File: src/rtl/fp12_pkg.sv
// fp12_pkg: shared fp12 field widths, exponent limits, operand struct and multiplier FSM states
package fp12_pkg;
  localparam int SIGN_W = 1;
  localparam int EXP_W = 5;
  localparam int MANT_W = 6;
  localparam logic [EXP_W-1:0] EXP_BIAS = 5'd15;
  localparam logic [EXP_W-1:0] EXP_MAX = 5'd30;
  localparam logic [EXP_W-1:0] EXP_SAT = 5'd31;
  typedef struct packed {
    logic [SIGN_W-1:0] sign;
    logic [EXP_W-1:0] exp;
    logic [MANT_W-1:0] mant;
  } fp12_t;
  typedef enum logic [1:0] {IDLE, MUL, NORM} state_t;
endpackage

File: src/rtl/fp12_mant_mul.sv
// fp12_mant_mul: 7-step shift-and-add of {1,mcand} x {1,mplier}; clear zeroes acc/counter, step_en runs one step, last flags step 6
import fp12_pkg::*;
module fp12_mant_mul (
  input  logic              clk,
  input  logic              rst_n,
  input  logic              clear,
  input  logic              step_en,
  input  logic [MANT_W-1:0] mcand,
  input  logic [MANT_W-1:0] mplier,
  output logic [13:0]       prod,
  output logic              last
);
  logic [2:0] cnt;
  logic [MANT_W:0] mplier_ext;
  logic [13:0] addend;
  always_comb begin
    mplier_ext = {1'b1, mplier};
    addend = mplier_ext[cnt] ? ({7'd0, 1'b1, mcand} << cnt) : 14'd0;
    last = step_en && cnt == 3'd6;
  end
  always_ff @(posedge clk or negedge rst_n) begin
    if (!rst_n) begin
      prod <= '0;
      cnt <= '0;
    end else if (clear) begin
      prod <= '0;
      cnt <= '0;
    end else if (step_en) begin
      prod <= prod + addend;
      cnt <= cnt + 3'd1;
    end
  end
endmodule

File: src/rtl/fp12_multiplier.sv
// fp12_multiplier: sequential fp12 multiply; start/busy/done handshake, data_input_1 x data_input_2 -> data_output (truncating, saturating, flushing)
import fp12_pkg::*;
module fp12_multiplier (
  input  logic        clk,
  input  logic        rst_n,
  input  logic        start,
  input  logic [11:0] data_input_1,
  input  logic [11:0] data_input_2,
  output logic        busy,
  output logic        done,
  output logic [11:0] data_output
);
  state_t state;
  fp12_t a, b;
  logic [13:0] prod;
  logic last;
  logic sign;
  logic [6:0] e_sum;
  logic signed [6:0] e;
  logic [MANT_W-1:0] mant;
  logic [11:0] res;
  fp12_mant_mul u_mant_mul (
    .clk(clk),
    .rst_n(rst_n),
    .clear(state == IDLE && start),
    .step_en(state == MUL),
    .mcand(a.mant),
    .mplier(b.mant),
    .prod(prod),
    .last(last)
  );
  // e_sum wraps as 7-bit two's complement, so e covers -13..48 exactly
  always_comb begin
    sign = a.sign ^ b.sign;
    e_sum = {2'b00, a.exp} + {2'b00, b.exp} + {6'd0, prod[13]} - {2'b00, EXP_BIAS};
    e = signed'(e_sum);
    mant = prod[13] ? prod[12:7] : prod[11:6];
    res = (a.exp == '0 || b.exp == '0 || e < 7'sd1) ? {sign, 11'd0}
        : e > signed'({2'b00, EXP_MAX}) ? {sign, EXP_SAT, 6'd0}
        : {sign, e[4:0], mant};
  end
  always_ff @(posedge clk or negedge rst_n) begin
    if (!rst_n) begin
      state <= IDLE;
      a <= '0;
      b <= '0;
      busy <= 1'b0;
      done <= 1'b0;
      data_output <= '0;
    end else begin
      case (state)
        IDLE: begin
          done <= 1'b0;
          if (start) begin
            a <= data_input_1;
            b <= data_input_2;
            busy <= 1'b1;
            state <= MUL;
          end
        end
        MUL: state <= last ? NORM : MUL;
        NORM: begin
          data_output <= res;
          done <= 1'b1;
          busy <= 1'b0;
          state <= IDLE;
        end
        default: state <= IDLE;
      endcase
    end
  end
endmodule

File: config.mk
export PLATFORM = sky130hd
export DESIGN_NAME = fp12_multiplier
export DESIGN_NICKNAME = d
export VERILOG_FILES = /design/src/rtl/fp12_pkg.sv /design/src/rtl/fp12_mant_mul.sv /design/src/rtl/fp12_multiplier.sv
export SDC_FILE = /design/constraint.sdc
export NUM_CORES = 1
export LEC_CHECK = 0
export CORE_AREA = 3 3 84 86
export DETAILED_ROUTE_END_ITERATION = 10
export DIE_AREA = 0 0 87 89
export GPL_ROUTABILITY_DRIVEN = 1
export GPL_TIMING_DRIVEN = 0
export PLACE_DENSITY_LB_ADDON = 0.12
export SLEW_MARGIN = 0
export SYNTH_ARGS = -nofsm -noshare
export SYNTH_HDL_FRONTEND = slang
export SYNTH_SLANG_ARGS = --single-unit
File: constraint.sdc
create_clock -name clk -period 4 [get_ports clk]
set_input_delay 0.8 -clock clk [delete_from_list [all_inputs] [get_ports clk]]
set_output_delay 0.8 -clock clk [all_outputs]
set_load 0.005 [all_outputs]
# Word-level counts from Yosys, hierarchy flattened
# Index checks and enable logic that the tools add are counted.
dict set report totals {
  reg_bits 57
  inputBits 27
  out_inout_bits 14
  word_cells 53
}
dict set report op_classes {
  add_sub_neg 5
  magnitude_cmp 3
  n_eq_ne 4
  n_shift 1
  mux 16
  n_bitwise 1
  reduce_logical 11
}
# op n
set op_table {}
lappend op_table {{$mux 14} 3}
lappend op_table {{$mux 11} 2}
lappend op_table {{$add 14x14->14} 1}
lappend op_table {{$shl 7x3->14} 1}
lappend op_table {{$logic_not 5->1} 2}
lappend op_table {{$add 6x1->7} 1}
lappend op_table {{$gt 7x6->1 const B} 1}
lappend op_table {{$lt 7x2->1 const B} 1}
lappend op_table {{$sub 7x4->7 const B} 1}
lappend op_table {{$add 5x5->6} 1}
lappend op_table {{$mux 3} 2}
lappend op_table {{$mux 6} 1}
lappend op_table {{$lt 3x4->1 const B} 1}
lappend op_table {{$mux 2} 2}
lappend op_table {{$pmux 1 s2} 2}
lappend op_table {{$pmux 2 s2} 1}
lappend op_table {{$reduce_and 2->1} 2}
lappend op_table {{$reduce_bool 2->1} 2}
lappend op_table {{$add 3x1->3 const B} 1}
lappend op_table {{$bmux 1 s3} 1}
lappend op_table {{$eq 3x3->1 const B} 1}
lappend op_table {{$eq 2x1->1 const B} 1}
lappend op_table {{$eq 2x2->1 const B} 1}
lappend op_table {{$logic_and 1x1->1} 2}
lappend op_table {{5 further kinds} 7}

# Longest topological paths before layout
# Gate-level depths: netlist of run 1.
dict set report depth {
  word_depth 6
  depth_mapped 15
  ltp_nobuf 14
}

# Cells and area by module
# A second synthesis of run 1 with hierarchy kept.
dict set report hier_totals {
  cells_unflattened 379
  hier_area_um2 3721.1
}
# module n_inst cells_each area_per_inst_um2 seq_area_each_um2
set by_module_without_submodules {}
lappend by_module_without_submodules {fp12_multiplier 1 172 2014.4 1001.0}
lappend by_module_without_submodules {fp12_mant_mul 1 207 1706.6 425.4}

# Worst setup path before layout of run 1
# Ideal clock, no wire load.
dict set report synth_timing {
  path_kind {reg-to-reg}
  startpoint {reg u_mant_mul.cnt[0]}
  endpoint {reg u_mant_mul.prod[8]}
  setup_time_ns 0.122
  t_arrival_ns 3.094
  t_required_ns 3.878
  setup_slack_ns 0.784
  path_stages_with_launch 16
  path_buffers 1
  period_less_slack_ns 3.216
  path_cell_list {dfrtp_1 clkbuf_1 clkinv_1 nand2_1 nand3b_1 nor4b_1 ha_1 inv_1 fa_1 nor2b_1 o21a_1 o21ai_0 a21boi_0 o21ai_0 a21o_1 a32o_1}
}
dict set report synth_between {
  elab_chain_len 6
  elab_cells_between_ends 7
  cone_classes {add/sub: 1; shift: 1; mux: 5}
}
# item line_no
set synth_lines {}
lappend synth_lines {{start: declaration} fp12_mant_mul.sv:13} ;# logic [2:0] cnt;
lappend synth_lines {{start signal: assignment} fp12_mant_mul.sv:30} ;# cnt <= cnt + 3'd1;
lappend synth_lines {{$bmux 1 s3} fp12_mant_mul.sv:18} ;# addend = mplier_ext[cnt] ? ({7'd0, 1'b1, mcand} << cnt) : 14'd0;
lappend synth_lines {{$mux 1 (not written as such)} fp12_mant_mul.sv:18}
lappend synth_lines {{$mux 14 (*)} fp12_mant_mul.sv:18}
lappend synth_lines {{$add 14x14->14 (*)} fp12_mant_mul.sv:29} ;# prod <= prod + addend;
lappend synth_lines {{$mux 14 (*)} fp12_mant_mul.sv:28} ;# end else if (step_en) begin
lappend synth_lines {{$mux 14 (*)} fp12_mant_mul.sv:25} ;# end else if (clear) begin
lappend synth_lines {{end signal: assignment} fp12_mant_mul.sv:29}
lappend synth_lines {{end: declaration} fp12_mant_mul.sv:10} ;# output logic [13:0] prod,
# Mark *: on every way between the ends. The rest lies on a longest branch, timed or not. The select of a mux whose other input is x is not followed.
# A chain may end at the register's enable or synchronous reset.

# Worst setup path after layout of run 1
dict set report layout_timing {
  startpoint {reg u_mant_mul.cnt[1]}
  endpoint {reg u_mant_mul.prod[8]}
}
# The elaborated chain is that of the path after synthesis.

==> results.toml, run 1 <==
[flow_run]
cap_violations = 0

[yosys]
syn_inst = 369
yosysUniqueCellTypes = 52
ys_async_sr_fraction = 1.00
yosysTopAreaCell = "dfrtp_1"
ys.flop_type = "dfrtp_1"
yosysMostFrequentCell = "dfrtp_1"
synth_edf_count = 0
synthTopCellsByCount = "dfrtp_1, nand2_1, ha_1, mux2_2, a21oi_1"
synth_area_um2 = 3610
synth.area.top_cells = "dfrtp_1, ha_1, mux2_2"
synth_top_area_share = 0.395
ys_warn_count = 0
synth.avg_cell_area_um2 = 9.78
ys_seq_area_frac = 0.395
synth-seq-cells = 57
syn_nets = 424

[routing]
drt-total-wl_um = 8120
drt-wirelength-per-cell_um = 16.2
drt-initial-drc-count = 101
drt_drc_violations_left = 0
routed-via-count = 2901
drtPass1Iterations = 4
via_per_inst = 5.79
drtAntennaViolNets = 0

[cts]
cts-root-buf = "clkbuf_8"
clock_sinks = 57
cts.path.max_buffers = 2
clk_pin_slew_ps = 70
clk_latency_ps = 340
numCtsBuffers = 9
h-tree-depth = 3
postCtsSetupBuffers = 0
cts_tree = "done"

[timing]
setup_violations = 0
period_minus_slack_ps = 3450
rsz0062_at_grt = "no"
finalCritPeriodShare = 0.862
worst_pin_slew_ps = 693
worst_slack_ps = 554
hold_viol = 0
relSlewSlack = 0.538
tns_ps = 0
clock_skew_ps = 12.3
maxSlewViolCount = 0
fmax_mhz = 290

[setup_path]
crit_arrival_ps = 3680
required_ps = 4230
crit_path_end_kind = "flip-flop"
crit_fanout = 9
crit_type = "flip-flop to flip-flop"
start_kind = "flip-flop"

[layout]
drive_gt1_frac = 0.116
syn_to_final_growth_pct = 20.1
nets = 475
seq_area_um2 = 1430
diodes = 0
multi_input_area_um2 = 2050
fillers = 508

[run_status]
status = "finished, final reports clean"

[global_route]
antenna_found_initial = 0
grt-ovfl-total = 0
grt_max_degree = 31
grt_pass1_vias = 2955
grt.total_usage = 0.234
grt_pass1_wl_um = 14000

[power_and_ir_drop]
pwr_density_cell_nw_per_um2 = 986
p_leak_nw = 1.93
ir_drop_v = 0.000598

[die]
num_rows = 29
core_area_um2 = 6350
die_h_um = 89
io_pins = 41
dieArea_um2 = 7740
die_w_um = 87
start_util = 0.568

[placed_design]
io_buffers = 40
place.gp.congestion = 0.941
dp_worst_setup_slack_ps = 265
hpwl_um = 5960

[worst_hold_path]
worst_hold_path_type = "flip-flop to flip-flop"
==> what timing repair did <==
item,4_1_cts,5_1_grt
hold buffers,0,0
resized for setup,0,1
setup endpoints to repair,0,1
==> critical path, cell delays in order (launching register included) <==
cell	delay (ps)
dfrtp_1	410
buf_6	160
mux2i_1	150
nand2_1	80
nand3b_1	160
nor4b_1	330
ha_1	230
inv_1	60
fa_1	400
nor2b_1	130
o21a_1	140
o21ai_0	170
a21boi_0	310
o21ai_0	170
a21o_1	210
a32o_1	240
==> state kept, by name, summed over array words and instances, names as in the netlist <==
register	cells
state	2
a	12
data_output	12
u_mant_mul.cnt	3
b	12
u_mant_mul.prod	14
done	1
busy	1
==> final cells by class <==
cell class | count | share of cell area
multi-input combinational | 278 | 0.472
sequential | 57 | 0.329
timing repair buffer | 41 | 0.0958
clock buffer | 10 | 0.0317
tap | 77 | 0.0222
clock inverter | 5 | 0.0185
buffer | 16 | 0.0162
inverter | 17 | 0.0147
==> kinds of logic after synthesis <==
logic type	count (synthesis)	synth area share
flops	57	0.395
buf+inv	34	0.0381
simple gates	109	0.152
xor+xnor	15	0.0364
mux	39	0.124
compound gates	87	0.154
fa+ha+maj	28	0.101
==> metal layers <==
| metal | global-route usage | vias up | wire length, um |
|---|---|---|---|
| li1 | - | 1419 | - |
| met1 | 0.306 | 1394 | 3690 |
| met2 | 0.389 | 70 | 3930 |
| met3 | 0.0359 | 18 | 327 |
| met4 | 0.101 | 0 | 170 |
| met5 | 0 | - | 0 |
==> placed cells by master (no fill, tap or decap), drive strengths merged, types with 2 or more instances in the layout <==
cell type and n:
a21boi 2, nor2b 10, o22ai 11, a21o 9, inv 17, nand3b 4
nand4 4, bufinv 2, a22oi 4, clkinvlp 2, nand3 5, o21ai 21
nor2 18, nand2b 10, a211oi 6, ha 26, o21a 5, xor2 7
clkbuf 20, fa 2, a311oi 2, mux4 2, a31oi 2, a21oi 19
xnor2 8, dfrtp 57, mux2 22, nand2 44, buf 8, mux2i 15
and2 3, and3 3, clkdlybuf4s50 39
==> report_power, final <==
part           total [mW]  internal (mW)  switching (mW)  leakage [nW]
Combinational        2.61           1.20            1.40          1.11
Sequential           1.07          0.849           0.217         0.710
Clock               0.601          0.363           0.238         0.104
==> final timing paths <==
| check | depth (start not counted) | slack [ps] | endpoint | from |
|---|---|---|---|---|
| max in group asynchronous | 2 | 2900 | a[0] | rst_n |
| min reg2reg | 2 | 480 | data_output[11] | data_output[11] |
| max reg2reg | 15 | 550 | u_mant_mul.prod[8] | u_mant_mul.cnt[1] |
| min in group asynchronous | 1 | 500 | data_output[8] | rst_n |
| max | 15 | 550 | u_mant_mul.prod[8] | u_mant_mul.cnt[1] |
| min | 2 | 480 | data_output[11] | data_output[11] |
==> metrics by stage <==
step,power (mW),util,instance area (um^2),instances,hold slack (ps)
after global routing,4.69,0.683,4340,501,502
after global placement,3.56,0.647,4110,486,462
after detailed placement,3.65,0.649,4120,487,469
after CTS,4.29,0.683,4340,502,484
final,4.27,0.683,4340,501,478
after floorplan,3.02,-,3610,369,473
No activity file was read; power rests on OpenSTA's default activity.
==> inputs of run 2 (changes only) <==
--- a/config.mk
+++ b/config.mk
@@ -6,6 +6,7 @@
 export NUM_CORES = 1
 export LEC_CHECK = 0
 export CORE_AREA = 3 3 84 86
+export CTS_CLUSTER_DIAMETER = 80
 export DETAILED_ROUTE_END_ITERATION = 10
 export DIE_AREA = 0 0 87 89
 export GPL_ROUTABILITY_DRIVEN = 1
==> results of run 2 <==
Final layout, timing and power as in run 1 (identical DEF).
